==> config.mk <==
export PLATFORM = sky130hd
export DESIGN_NAME = i2c_master_engine
export DESIGN_NICKNAME = d
export VERILOG_FILES = /design/src/rtl/i2c_master_engine.sv
export SDC_FILE = /design/constraint.sdc
export NUM_CORES = 1
export LEC_CHECK = 0
export BUFFER_PORTS_ARGS = -buffer_cell sky130_fd_sc_hd__buf_2
export CORE_MARGIN = 3
export CORE_UTILIZATION = 50
export CTS_CLUSTER_DIAMETER = 200
export DETAILED_ROUTE_END_ITERATION = 8
export PLACE_DENSITY = 0.74
export SETUP_SLACK_MARGIN = 0.05
export SYNTH_ARGS = -nofsm -noshare
export SYNTH_HDL_FRONTEND = slang
export SYNTH_SLANG_ARGS = --single-unit
==> constraint.sdc <==
create_clock -name clk -period 2 [get_ports clk]
set_input_delay 0.5 -clock clk [delete_from_list [all_inputs] [get_ports clk]]
set_output_delay 0.5 -clock clk [all_outputs]
set_load 0.02 [all_outputs]
==> src/rtl/i2c_master_engine.sv <==
// i2c_master_engine
// Byte-level I2C master engine. Takes single-cycle command pulses from a
// register front end and drives open-drain SDA/SCL pads through a bit/byte
// state machine timed by an internal quarter-period tick divider.
//
// Handshake: a command pulse (cmd_*) is taken only on a clock edge where
// busy = 0; pulses seen while busy = 1 are dropped. Each taken command ends
// either with a one-cycle done pulse or, for a write that loses arbitration,
// a one-cycle arb_lost pulse. busy falls in the same cycle as either pulse.
//
// Optional feature: define I2C_CLK_STRETCH_EN to let a slave stretch SCL.
// In p1 of every slot the tick counter then holds at reload until the
// synchronised scl_i reads high. Without the macro scl_i only feeds the
// debug output.
//
// Ports:
//   clk, reset_n       clock, asynchronous active-low reset
//   clk_div            quarter SCL period minus 1, latched when a command is taken
//   txdata / rxdata    byte to send (latched on write) / last byte received
//   cmd_start, cmd_stop, cmd_write, cmd_read_ack, cmd_read_nack
//                      command pulses, priority in that order
//   busy, ack, done, arb_lost
//                      status: in progress, slave ACKed last write,
//                      completion pulse, arbitration-loss pulse
//   sda_i, scl_i       pad inputs
//   sda_o, scl_o       pad drives (0 = pull low, 1 = release)
//   dbg_state          current FSM state
//   dbg_lines          {synchronised scl, synchronised sda}
module i2c_master_engine #(
   parameter int DIV_W       = 16,
   parameter int SYNC_STAGES = 2
) (
   input  logic             clk,
   input  logic             reset_n,
   input  logic [DIV_W-1:0] clk_div,
   input  logic [7:0]       txdata,
   output logic [7:0]       rxdata,
   input  logic             cmd_start,
   input  logic             cmd_stop,
   input  logic             cmd_write,
   input  logic             cmd_read_ack,
   input  logic             cmd_read_nack,
   output logic             busy,
   output logic             ack,
   output logic             done,
   output logic             arb_lost,
   input  logic             sda_i,
   input  logic             scl_i,
   output logic             sda_o,
   output logic             scl_o,
   output logic [2:0]       dbg_state,
   output logic [1:0]       dbg_lines
);

   typedef enum logic [2:0] {
      S_IDLE  = 3'd0,
      S_START = 3'd1,
      S_STOP  = 3'd2,
      S_WRITE = 3'd3,
      S_READ  = 3'd4
   } state_t;

   state_t                 state, state_nxt;
   logic [SYNC_STAGES-1:0] sda_sync, scl_sync;
   logic                   sda_s, scl_s;
   logic [DIV_W-1:0]       div_q, cnt;
   logic [1:0]             ph;        // phase within the current bit slot
   logic [3:0]             slot;      // 0..7 data slots, 8 = ACK slot
   logic [7:0]             sh;        // tx shift (write) / rx shift (read)
   logic                   nack_q;
   logic                   accept, tick, stretch_hold, last_slot, finish, arb;
   logic                   next_bit, sda_nxt, scl_nxt;

   // Pad input synchronisers; idle bus reads high.
   always_ff @(posedge clk or negedge reset_n) begin
      if (!reset_n) begin
         sda_sync <= '1;
         scl_sync <= '1;
      end else begin
         sda_sync <= {sda_sync[SYNC_STAGES-2:0], sda_i};
         scl_sync <= {scl_sync[SYNC_STAGES-2:0], scl_i};
      end
   end
   assign sda_s = sda_sync[SYNC_STAGES-1];
   assign scl_s = scl_sync[SYNC_STAGES-1];

`ifdef I2C_CLK_STRETCH_EN
   // SCL was released on entry to p1; wait until the bus actually reads high.
   assign stretch_hold = (ph == 2'd1) && !scl_s;
`else
   assign stretch_hold = 1'b0;
`endif

   assign accept    = (state == S_IDLE) &&
                      (cmd_start || cmd_stop || cmd_write || cmd_read_ack || cmd_read_nack);
   assign tick      = (state != S_IDLE) && (cnt == '0) && !stretch_hold;
   assign last_slot = !((state == S_WRITE) || (state == S_READ)) || (slot == 4'd8);
   assign finish    = tick && (ph == 2'd3) && last_slot;
   // Sampling point of a write data slot: we released SDA but the bus is low.
   assign arb       = (state == S_WRITE) && tick && (ph == 2'd1) && (slot != 4'd8) &&
                      sda_o && !sda_s;

   assign busy      = (state != S_IDLE);
   assign dbg_state = state;
   assign dbg_lines = {scl_s, sda_s};

   // FSM state register
   always_ff @(posedge clk or negedge reset_n) begin
      if (!reset_n) state <= S_IDLE;
      else          state <= state_nxt;
   end

   // FSM next state
   always_comb begin
      state_nxt = state;
      case (state)
         S_IDLE: begin
            if      (cmd_start)                     state_nxt = S_START;
            else if (cmd_stop)                      state_nxt = S_STOP;
            else if (cmd_write)                     state_nxt = S_WRITE;
            else if (cmd_read_ack || cmd_read_nack) state_nxt = S_READ;
         end
         default: if (arb || finish) state_nxt = S_IDLE;
      endcase
   end

   // SDA level for p0 of the following slot.
   always_comb begin
      next_bit = 1'b1;
      if (state == S_WRITE)     next_bit = (slot == 4'd7) ? 1'b1 : sh[6];
      else if (state == S_READ) next_bit = (slot == 4'd7) ? nack_q : 1'b1;
   end

   // FSM outputs: line levels for the next cycle (registered below).
   always_comb begin
      sda_nxt = sda_o;
      scl_nxt = scl_o;
      if (state == S_IDLE) begin
         // p0 of the first slot is applied on the accept edge itself.
         if (cmd_start) begin
            sda_nxt = 1'b1;
         end else if (cmd_stop) begin
            sda_nxt = 1'b0;
            scl_nxt = 1'b0;
         end else if (cmd_write) begin
            sda_nxt = txdata[7];
            scl_nxt = 1'b0;
         end else if (cmd_read_ack || cmd_read_nack) begin
            sda_nxt = 1'b1;
            scl_nxt = 1'b0;
         end
      end else if (arb) begin
         sda_nxt = 1'b1;
         scl_nxt = 1'b1;
      end else if (tick) begin
         case (ph)
            2'd0: scl_nxt = 1'b1;
            2'd1: begin
               if (state == S_START)     sda_nxt = 1'b0;
               else if (state == S_STOP) sda_nxt = 1'b1;
            end
            2'd2: if (state != S_STOP) scl_nxt = 1'b0;
            default: begin
               if (!last_slot) begin
                  scl_nxt = 1'b0;
                  sda_nxt = next_bit;
               end
            end
         endcase
      end
   end

   // Datapath: lines, divider, slot/phase counters, shifter, status.
   always_ff @(posedge clk or negedge reset_n) begin
      if (!reset_n) begin
         sda_o    <= 1'b1;
         scl_o    <= 1'b1;
         done     <= 1'b0;
         arb_lost <= 1'b0;
         ack      <= 1'b0;
         rxdata   <= 8'h00;
         div_q    <= '0;
         cnt      <= '0;
         ph       <= 2'd0;
         slot     <= 4'd0;
         sh       <= 8'h00;
         nack_q   <= 1'b0;
      end else begin
         sda_o    <= sda_nxt;
         scl_o    <= scl_nxt;
         done     <= finish;
         arb_lost <= arb;
         if (accept) begin
            div_q  <= clk_div;
            cnt    <= clk_div;
            ph     <= 2'd0;
            slot   <= 4'd0;
            nack_q <= !cmd_read_ack;
            if (state_nxt == S_WRITE) sh <= txdata;
         end else if (state != S_IDLE) begin
            if (tick || stretch_hold) cnt <= div_q;
            else                      cnt <= cnt - DIV_W'(1);
            if (tick) begin
               ph <= ph + 2'd1;
               if (ph == 2'd1) begin
                  if (state == S_READ && slot != 4'd8)  sh  <= {sh[6:0], sda_s};
                  if (state == S_WRITE && slot == 4'd8) ack <= !sda_s;
               end
               if (ph == 2'd3) begin
                  slot <= slot + 4'd1;
                  if (state == S_WRITE)          sh     <= {sh[6:0], 1'b0};
                  if (state == S_READ && finish) rxdata <= sh;
               end
            end
         end
      end
   end

endmodule

Word-level counts from Yosys, hierarchy flattened --
Index checks and enable logic that the tools add are counted.
Operators by class: add/sub/neg operators 3, equal/unequal tests 22, multiplexer cells 49, bitwise operators 1, reduce and logical (&&, ||, !) cells 39
Operators by type and width (count):
- 8-bit two-way mux | 8
- 16-bit two-way mux | 3
- 1-bit two-way mux | 23
- 3-bit two-way mux | 6
- 16-bit logical NOT | 1
- 4-bit two-way mux | 4
- 16-bit by 1-bit subtractor with 16-bit output (second input constant) | 1
- 5-bit AND reduction | 3
- 1-bit logical AND | 12
- 3-bit by 2-bit == test with 1-bit output (second input constant) | 3
- 1-bit logical OR | 8
- 4-bit != test (second input constant) | 2
- 2-bit two-way mux | 3
- 3-bit AND reduction | 2
- 6-bit AND reduction | 1
- 2-bit nonzero test | 3
- 3-bit nonzero test | 2
- 5-bit by 1-bit != test with 1-bit output (second input constant) | 1
- 5-bit by 3-bit != test with 1-bit output (second input constant) | 1
- 5-bit by 4-bit != test with 1-bit output (second input constant) | 1
- 4-bit by 1-bit adder with 4-bit output (second input constant) | 1
- 2-bit == test (second input constant) | 2
- 4-bit by 3-bit == test with 1-bit output (second input constant) | 1
- 4-bit == test (second input constant) | 1
- 19 further kinds | 21
Word-level totals: register bits after elaboration 67, bits of input ports 33, output and inout port bits 19, word-level logic and storage cells 129

Depth between registers and ports, before layout --
word-level depth 13, depth in mapped cells 9, gate-level depth less buffers 7

Worst setup path after synthesis --
OpenSTA, ideal clock, no wires.
path kind register to register, start register cnt[0], end register rxdata[0], setup time 0.125 ns, data arrival time 1.989 ns, data required time 1.875 ns, slack -0.114 ns, cell stages (with the launch flop) 8, buffers on the path 0, clock period less this slack 2.114 ns, cell sequence dfrtp_1 inv_1 ha_1 nor4b_4 nand4_2 nor2_2 nor4b_4 mux2_2
Between the ends: longest elaborated chain between the ends 6
RTL lines:
- start: declaration | line 66 | logic [DIV_W-1:0] div_q, cnt;
- start signal: assignment | line 195 | cnt <= clk_div;
- start signal: assignment | line 201 | if (tick || stretch_hold) cnt <= div_q;
- start signal: assignment | line 202 | else cnt <= cnt - DIV_W'(1);
- 16-bit logical NOT * | line 96 | assign tick = (state != S_IDLE) && (cnt == '0) && !stretch_hold;
- 1-bit logical AND * | line 96
- 1-bit logical AND (2 in series) | line 98 | assign finish = tick && (ph == 2'd3) && last_slot;
- 1-bit logical AND | line 212 | if (state == S_READ && finish) rxdata <= sh;
- 5-bit AND reduction (no source line) *
- end signal: assignment | line 212
- end: declaration | line 37 | output logic [7:0] rxdata,
Mark *: on every way between the ends. The rest lies on a longest branch, timed or not. A chain may end at the register's enable or synchronous reset.

Worst setup path after layout --
start register cnt[1], end register rxdata[4]
Same word-level chain as after synthesis.

==> metrics.txt <==
status=finished with violations; failing checks=setup timing; Synth Cell Area=around 3600 sq um; multi-input logic area=approximately 2000 sq um; Switching Share=roughly a third; H-tree depth=3; predominant post-synthesis flop cell=dfrtp_1; Max FO, Critical Path=8; antenna viol nets, final=0; # rows=30; total power=around 5.5 mW; gr busiest metal=met2; post-route non-filler standard cell count=slightly below 600; Mean Syn Cell Area=between 9 and 10 sq um; Reg clk slew, reported paths=approximately 0.080 ns; Avg Vias per Cell=roughly 5.7; Crit. End Element=flop; Max clock buf depth=2; met1 Track Usage GR=approximately 30%; Cell Chain, Critical Path=inv_2, ha_4, nor4b_4, nand4_2, nor2_2, nor4b_4, buf_6, mux2_4; Worst Clk Skew=roughly 0.013 ns; EDFF count, synth=0; TritonCTS clock tree=done; fraction of registers with async set/reset=100%; Starting Density=around 53%; Pwr Density=1120 nW/um^2; drt pass-1 iters=5; Num CTS Buffers=9; Slowest Stage Delay on Critical Path=about 0.40 ns; Worst EP required=2.23 ns; # port buffers=between 50 and 60; critical setup path kind=reg2reg; CP max-delay cell=dfrtp_1; Cells after Synth=approximately 380; Cell Int Power=3.61 mW; max cap viols=0; critical path arrival=2.31 ns; gp weighted congestion=0.903; drt initial violations=168; Min Clock Period, post-route=between 2 and 2.5 ns; Buf/Inv on CP=2; Total Routing Usage GR=24.2%; Vias=3,374; Setup WS post-layout=-0.0834 ns; unrepaired setup endpoints after global routing=true; wire per inst=16.6 um; met2 GRT Util=40.2%; register share of total power=around two fifths; fillers=517; Sink Count=67; leakage power=about 2.3 nW; final slew viol count=0; Hold Crit Class=in2async; cell family with most CP delay=simple AND/OR/NAND/NOR gates; routing usage on met3=roughly 6%; DR DRC count=0; Die Y=between 90 and 100 um; vias in the first global route=3,332; peak supply drop=0.000681 V; first-pass GRT wire length=~16,000 um; distinct cell type count after synthesis=63; die footprint=~8300 sq um; Synth Register Bits=67; Final HPWL DP=roughly 6700 um; Slew @ Worst Pin=~0.48 ns; f_max=480 MHz; commonest non-fill, non-tap cells in the layout=nand2_1 (69), dfrtp_1 (60), buf_4 (56); max_slew headroom=67.7%; CP most frequent cell=nor4b_4; reg2reg setup slack=-0.08 ns; clock share of power=25.6%; final setup fails=8; Nets=~530; Chip Width=around 91 um; layout cells sized above 1=39.5%; placed instance area=~4400 sq um; Tcrit/Tclk final=104%; Core ar.=approximately 6900 sq um; setup TNS=-0.588 ns; CTS root buf=clkbuf_8; antenna cells=0; initial antenna violation count=0; post-route design area=just under 5000 sq um; NetSw=around 1.9 mW; commonest non-fill, non-tap cell in the layout=nand2_1; Hold Vio Cnt, Final=0; Syn Nets=approximately 420; register area=between 1500 and 2000 sq um; share of power burned in combinational logic=roughly 36%; clk_lat worst skew=between 0.3 and 0.4 ns; Worst Setup Start Kind=flop; total grt overflow=0; Synth-to-Final Area Change=35.2%; largest net degree at the start of global routing=31; placed insts=560; IO Pins=52; sequential fraction of the synthesis area=approximately 46%; Syn. warnings=0; Detailed Route WL=9720 um
==> final timing paths <==
check,startpoint,end,cells after the start
worst max-delay path,cnt[1]$_DFFE_PN0P_,rxdata[4]$_DFFE_PN0P_,8
worst min-delay path,reset_n,dbg_state[1]$_DFF_PN0_,1
worst max register to register,cnt[1]$_DFFE_PN0P_,rxdata[4]$_DFFE_PN0P_,8
worst min register to register,scl_sync[0]$_DFF_PN1_,scl_sync[1]$_DFF_PN1_,0
max in group asynchronous,reset_n,scl_sync[0]$_DFF_PN1_,2
min in group clk,scl_i,scl_sync[0]$_DFF_PN1_,1
==> what timing repair did <==
item | in CTS | in global routing
endpoints found under the setup margin | 29 | 41
pin swaps | 6 | 15
hold buffers | 0 | 0
gates resized for setup | 34 | 15
buffers inserted | 9 | 6
==> kinds of logic (layout without fill, tap and decap cells) <==
group                      after synthesis  count (layout)  synth area share, %
muxes                                   28              28                 8.22
buffers and inverters                   29             143                 3.47
xor gates and xnor gates                12              12                 2.89
AOI/OAI and AO/OA                       76              76                 14.1
adders and majority gates                8               8                 2.75
DFF                                     67              67                 46.3
and+or+nand+nor                        157             157                 22.3
==> per-layer routing <==
| metal | vias up | share of wire [%] |
|---|---|---|
| met2 | 143 | 50 |
| li1 | 1568 | - |
| met4 | 0 | 2.3 |
| met5 | - | 0 |
| met3 | 23 | 7.2 |
| met1 | 1640 | 41 |
==> flip-flops by register name, indices dropped and copies added (netlist names), 2 cells and up <==
name,count
sh,8
rxdata,8
ph,2
sda_sync,2
dbg_state,3
cnt,16
slot,4
div_q,16
scl_sync,2
==> worst reg2reg max path, stage by stage, from the launching register on <==
cell and delay (ns):
dfrtp_1 0.40, inv_2 0.09, ha_4 0.13, nor4b_4 0.22
nand4_2 0.19, nor2_2 0.17, nor4b_4 0.24, buf_6 0.20
mux2_4 0.31
==> power by group through the flow <==
stage	combinational [mW]	clock, mW	sequential (mW)
6_report	1.99	1.41	2.10
5_1_grt	2.22	1.48	2.14
4_1_cts	1.92	1.43	2.09
3_5_place_dp	1.79	0	2.11
3_3_place_gp	1.73	0	2.10
2_1_floorplan	1.02	0	2.16
==> Yosys cell counts (3+ instances only) <==
library cell  count  area, sq um
nor2_1           27          101
dfrtp_1          61         1530
xnor2_1           8         70.1
buf_2             4         20.0
mux2i_1          13          130
nor4_1            5         31.3
xor2_1            4         35.0
clkbuf_1         10         37.5
ha_1              8          100
nand3b_1          3         22.5
o22ai_1          11         68.8
o21ai_0          16         80.1
nand4_1           5         31.3
or3_1             3         18.8
a211oi_1          3         22.5
a21oi_1          15         75.1
mux2_2           14          158
nand3_1           8         40.0
nor3_1           10         50.1
inv_1            10         37.5
buf_4             3         22.5
or2_2             3         18.8
o2bb2ai_1         3         26.3
nor2b_1           3         18.8
a2bb2oi_1         6         52.6
dfstp_2           6          158
nand2_1          70          263
==> final cells by class <==
cell class	count	area share (%)
clock inverter	6	2.29
clock buffer	10	2.80
tap	96	2.44
multi-input combinational	281	40.8
timing repair buffer	117	16.7
sequential	67	34.3
inverter	10	0.763
==> stage by stage <==
| step | hold WS (ns) | utilization, % | setup slack [ns] |
|---|---|---|---|
| finish | 0.102 | 71.2 | -0.0834 |
| global placement | 0.346 | 63.7 | -0.0823 |
| floorplan | 0.204 | - | -0.114 |
| global route | 0.121 | 71.2 | -0.197 |
| CTS | 0.102 | 70.3 | -0.0849 |
| detailed placement | 0.351 | 63.7 | -0.123 |
No activity file was read; power rests on OpenSTA's default activity.
